### src/rtl/datapath_pkg.sv
// Shared datapath definitions: word width, divider state encoding and iteration count.
package datapath_pkg;

    localparam int WORD_W    = 32;
    localparam int DIV_ITERS = 32;

    typedef enum logic [1:0] {
        IDLE = 2'd0,
        CALC = 2'd1,
        FIX  = 2'd2
    } div_state_t;

endpackage

### src/rtl/div_step.sv
// One restoring-division iteration on unsigned magnitudes, purely combinational.
module div_step
    import datapath_pkg::*;
#(
    parameter int WIDTH = WORD_W
) (
    input  logic [WIDTH-1:0] rem,
    input  logic [WIDTH-1:0] quot,
    input  logic [WIDTH-1:0] divisor,
    output logic [WIDTH-1:0] rem_nxt,
    output logic [WIDTH-1:0] quot_nxt
);

    logic [WIDTH-1:0] rem_sh;
    logic [WIDTH:0]   diff;

    // rem < divisor always holds, so the shifted remainder still fits in WIDTH bits
    assign rem_sh   = {rem[WIDTH-2:0], quot[WIDTH-1]};
    assign diff     = {1'b0, rem_sh} - {1'b0, divisor};
    assign rem_nxt  = diff[WIDTH] ? rem_sh : diff[WIDTH-1:0];
    assign quot_nxt = {quot[WIDTH-2:0], ~diff[WIDTH]};

endmodule

### src/rtl/div_unit.sv
// Sequential signed divider: 32 restoring steps on magnitudes plus one sign-fix cycle.
//   state | meaning
//   IDLE  | waiting for start; also retires a pending divide-by-zero result
//   CALC  | one restoring iteration per cycle
//   FIX   | apply signs, write quotient/remainder, pulse done
module div_unit
    import datapath_pkg::*;
#(
    parameter int WIDTH = WORD_W
) (
    input  logic             clk,
    input  logic             clear,
    input  logic             start,
    input  logic [WIDTH-1:0] dividend,
    input  logic [WIDTH-1:0] divisor,
    output logic             busy,
    output logic             done,
    output logic             div_by_zero,
    output logic [WIDTH-1:0] quotient,
    output logic [WIDTH-1:0] remainder
);

    localparam logic [5:0] LAST_ITER = 6'(DIV_ITERS - 1);

    div_state_t       state, state_nxt;
    logic [WIDTH-1:0] rem_q, quot_q, dsr_q;
    logic [WIDTH-1:0] rem_nxt, quot_nxt;
    logic [WIDTH-1:0] abs_dividend, abs_divisor;
    logic [5:0]       cnt;
    logic             neg_quot, neg_rem;
    logic             dbz_pend;
    logic             accept;

    assign abs_dividend = dividend[WIDTH-1] ? -dividend : dividend;
    assign abs_divisor  = divisor[WIDTH-1]  ? -divisor  : divisor;
    // a pending divide-by-zero result occupies the cycle, so start is not sampled then
    assign accept       = (state == IDLE) && start && !dbz_pend;

    div_step #(.WIDTH(WIDTH)) u_step (
        .rem      (rem_q),
        .quot     (quot_q),
        .divisor  (dsr_q),
        .rem_nxt  (rem_nxt),
        .quot_nxt (quot_nxt)
    );

    always_ff @(posedge clk) begin
        if (clear) state <= IDLE;
        else       state <= state_nxt;
    end

    always_comb begin
        state_nxt = state;
        unique case (state)
            IDLE:    if (accept && (divisor != '0)) state_nxt = CALC;
            CALC:    if (cnt == LAST_ITER)          state_nxt = FIX;
            FIX:     state_nxt = IDLE;
            default: state_nxt = IDLE;
        endcase
    end

    always_ff @(posedge clk) begin
        if (clear) begin
            busy        <= 1'b0;
            done        <= 1'b0;
            div_by_zero <= 1'b0;
            quotient    <= '0;
            remainder   <= '0;
            rem_q       <= '0;
            quot_q      <= '0;
            dsr_q       <= '0;
            cnt         <= '0;
            neg_quot    <= 1'b0;
            neg_rem     <= 1'b0;
            dbz_pend    <= 1'b0;
        end else begin
            done     <= 1'b0;
            dbz_pend <= 1'b0;
            unique case (state)
                IDLE: begin
                    if (dbz_pend) begin
                        quotient    <= '1;
                        remainder   <= rem_q;
                        div_by_zero <= 1'b1;
                        done        <= 1'b1;
                    end else if (accept) begin
                        if (divisor == '0) begin
                            dbz_pend <= 1'b1;
                            rem_q    <= dividend;
                        end else begin
                            rem_q    <= '0;
                            quot_q   <= abs_dividend;
                            dsr_q    <= abs_divisor;
                            neg_quot <= dividend[WIDTH-1] ^ divisor[WIDTH-1];
                            neg_rem  <= dividend[WIDTH-1];
                            cnt      <= '0;
                            busy     <= 1'b1;
                        end
                    end
                end
                CALC: begin
                    rem_q  <= rem_nxt;
                    quot_q <= quot_nxt;
                    cnt    <= cnt + 6'd1;
                end
                FIX: begin
                    quotient    <= neg_quot ? -quot_q : quot_q;
                    remainder   <= neg_rem  ? -rem_q  : rem_q;
                    div_by_zero <= 1'b0;
                    done        <= 1'b1;
                    busy        <= 1'b0;
                end
                default: busy <= 1'b0;
            endcase
        end
    end

endmodule

### config.mk
export PLATFORM = sky130hd
export DESIGN_NAME = div_unit
export DESIGN_NICKNAME = d
export VERILOG_FILES = /design/src/rtl/datapath_pkg.sv /design/src/rtl/div_step.sv /design/src/rtl/div_unit.sv
export SDC_FILE = /design/constraint.sdc
export NUM_CORES = 1
export LEC_CHECK = 0
export BUFFER_PORTS_ARGS = -buffer_cell sky130_fd_sc_hd__buf_4
export CORE_ASPECT_RATIO = 1.2
export CORE_MARGIN = 2
export CORE_UTILIZATION = 59
export CTS_CLUSTER_SIZE = 40
export DETAILED_ROUTE_END_ITERATION = 8
export PLACE_DENSITY = 0.89
export SLEW_MARGIN = 20
export SYNTH_ARGS = -nofsm -noshare
export SYNTH_HDL_FRONTEND = slang
export SYNTH_SLANG_ARGS = --single-unit
### constraint.sdc
create_clock -name clk -period 4.4 [get_ports clk]
set_clock_uncertainty 0.15 [all_clocks]
set_input_delay 0.22 -clock clk [delete_from_list [all_inputs] [get_ports clk]]
set_output_delay 0.22 -clock clk [all_outputs]
set_load 0.01 [all_outputs]
==> impl_metrics.tcl <==
set metrics [dict create \
    outcome "finished, final reports clean" \
    fp.dieW_um 129 \
    yosysSeqAreaShare_pct 31.3 \
    core_area_um2 18600 \
    yosys-top-cells-count "nor2_1 (231), dfxtp_1 (174), a21oi_1 (127)" \
    dr.first_iter.drc_count 727 \
    grt_pass1_wl_mm 48.6 \
    grt_pass1_vias 10100 \
    firstDrtPassIters 5 \
    insertion_delay_ns 0.44 \
    final_nets 1650 \
    cts_resized 0 \
    pin_count 134 \
    yosysWarningCount 0 \
    gr-usage-all-layers_pct 30.0 \
    synthCells 1445 \
    async_flop_share_pct 0 \
    ir_drop_uv 345 \
    antenna_left 0 \
    die_h_um 154 \
    synth_area_um2 11100 \
    area_growth_pct 18.1 \
    dpl.cell_count 1758 \
    holdCritPathClass "in2reg" \
    worstPathRequired_ns 4.53 \
    synth-seq-cells 174 \
    antenna_found_initial 0 \
    crit_arrival_ns 3.90 \
    max_slew_margin_pct 34.3 \
    drcViolationCount 0 \
    setup_violations 0 \
    grt_setup_unrepaired "false" \
    row_count 55 \
    wirelength_mm 30.3 \
    grt_overflow 0 \
    end_kind "register" \
    dieArea_um2 20000 \
    dr_total_vias 11100 \
    hpwl_mm 21.8 \
    fin_crit_ns 3.76 \
    grt_max_degree 101 \
    yosysTopAreaCellShare_pct 31.3 \
    port_buffers 133 \
    fmax_mhz 266 \
    fin_cells 1814 \
    tns_ns 0 \
    wl_per_cell_um 16.7 \
    finalHoldViolations 0 \
    ys.flop_type "dfxtp_1" \
    finalPower_uw 5250 \
    clockRootBuffer "clkbuf_16" \
    p_leak_uw 0.00516 \
    drive_gt1_share_pct 13.0 \
    worst_slew_pin_slew_ns 0.983 \
    viasPerCell 6.09 \
    gp_congestion 0.923 \
    htreeDepth 4 \
    clock_path_buffers 2 \
    cap_violations 0 \
    cts_tree "built" \
    cts_buffers 17 \
    slew_violations 0 \
    n_antenna_cell 0 \
    synth_cell_type_count 62 \
    crit_type "reg2reg" \
    yosysMostFrequentCell "nor2_1" \
    start_kind "register" \
    synth_top_area_cell "dfxtp_1" \
    path_max_fanout 47 \
    initial_utilization_pct 59.7 \
    numClockSinks 174 \
    syn_avg_cell_area_um2 7.70 \
    post-route-period-util_pct 85.6 \
    synth_edf_count 0 \
    power_density_nw_per_um2 400 \
    yosys-top-cells-area "dfxtp_1 (31%), xor2_1 (8.7%), a211oi_1 (8.2%)" \
    path_clk_slew_ns 0.07 \
    synth_nets 1550 \
]
[final cells by class]
type                    count  area, um^2
clock inverters            14         201
multi-input cells        1128        7130
inverters                  53         199
clock buffers              18         429
repair buffers            171        1370
fillers                  1462        5510
flip-flops and latches    174        3480
well taps                 256         320
[cells by family (layout without fill, tap and decap cells)]
family,count (synthesis),after routing,share of synthesized area [%]
AND/OR/NAND/NOR,484,484,19.8
AO/OA/AOI/OAI,446,446,26.7
flip-flops,174,174,31.3
buffers and inverters,143,256,5.04
XOR/XNOR,141,141,11.1
adder cells (fa/ha/maj),38,38,4.34
multiplexers,19,19,1.72
[routing by layer]
metal,wire length (um),track usage (%)
met5,0,0
met3,2090,4.53
met1,12600,37.3
met2,14600,51.2
met4,1070,13.3
[cell usage in the layout, fill, tap and decap left out, drive strengths merged, types with 19 or more instances in the layout]
cell	synthesis	layout
nand3	21	21
o21ai	61	61
ha	37	37
xnor2	31	31
dfxtp	174	174
or3	19	19
xor2	110	110
nand2	99	99
inv	53	60
dlygate4sd3	0	24
buf	20	147
a211oi	122	122
a21oi	127	127
o31ai	33	33
nor2	231	231
nor3	32	32
[metrics by stage]
stage          utilization (%)  hold WS, ns  instance area, um^2  worst slack, ns
2_1_floorplan                -        0.217                11100             1.18
3_5_place_dp              65.8        0.297                12300            0.752
6_report                  70.4     0.000718                13100            0.635
5_1_grt                   70.4       0.0129                13100            0.501
4_1_cts                   70.4     0.000470                13100            0.733
3_3_place_gp              65.8        0.292                12300            0.850
[worst max-delay path, stage by stage (launching register included)]
cell	delay, ns
dfxtp_1	0.36
inv_1	0.10
ha_1	0.24
fa_1	0.41
nor2b_1	0.18
o21bai_1	0.12
a21boi_0	0.37
nor4_1	0.19
o41a_1	0.51
o21ai_4	0.20
buf_12	0.26
mux2_2	0.37
nand2_1	0.08
a221oi_1	0.07
[where the power goes]
part / switching (uW) / internal (uW) / leakage [uW]
sequential: 155 / 1690 / 0.00142
combinational: 1040 / 723 / 0.00343
clock: 681 / 963 / 0.000308
total: 1880 / 3370 / 0.00516
[timing repair]
action	CTS	global route
hold buffers	24	0
hold endpoints to repair	23	0
buffers inserted	0	0
[final timing paths]
| path | from | end | slack [ns] | cells past startpoint |
|---|---|---|---|---|
| hold / removal | divisor[13] | dsr_q[13] | 0.0007 | 3 |
| setup / recovery | quot_q[31] | rem_q[6] | 0.64 | 13 |
| setup reg to reg | quot_q[31] | rem_q[6] | 0.64 | 13 |
| hold reg to reg | remainder[17] | remainder[17] | 0.30 | 2 |
[flip-flops by register name, summed over array words and instances (netlist names), 2 cells and up]
name       flops
rem_q         32
dsr_q         32
state          2
remainder     32
quotient      32
cnt            6
quot_q        32
Note: power is estimated with default switching activity, not from simulation.
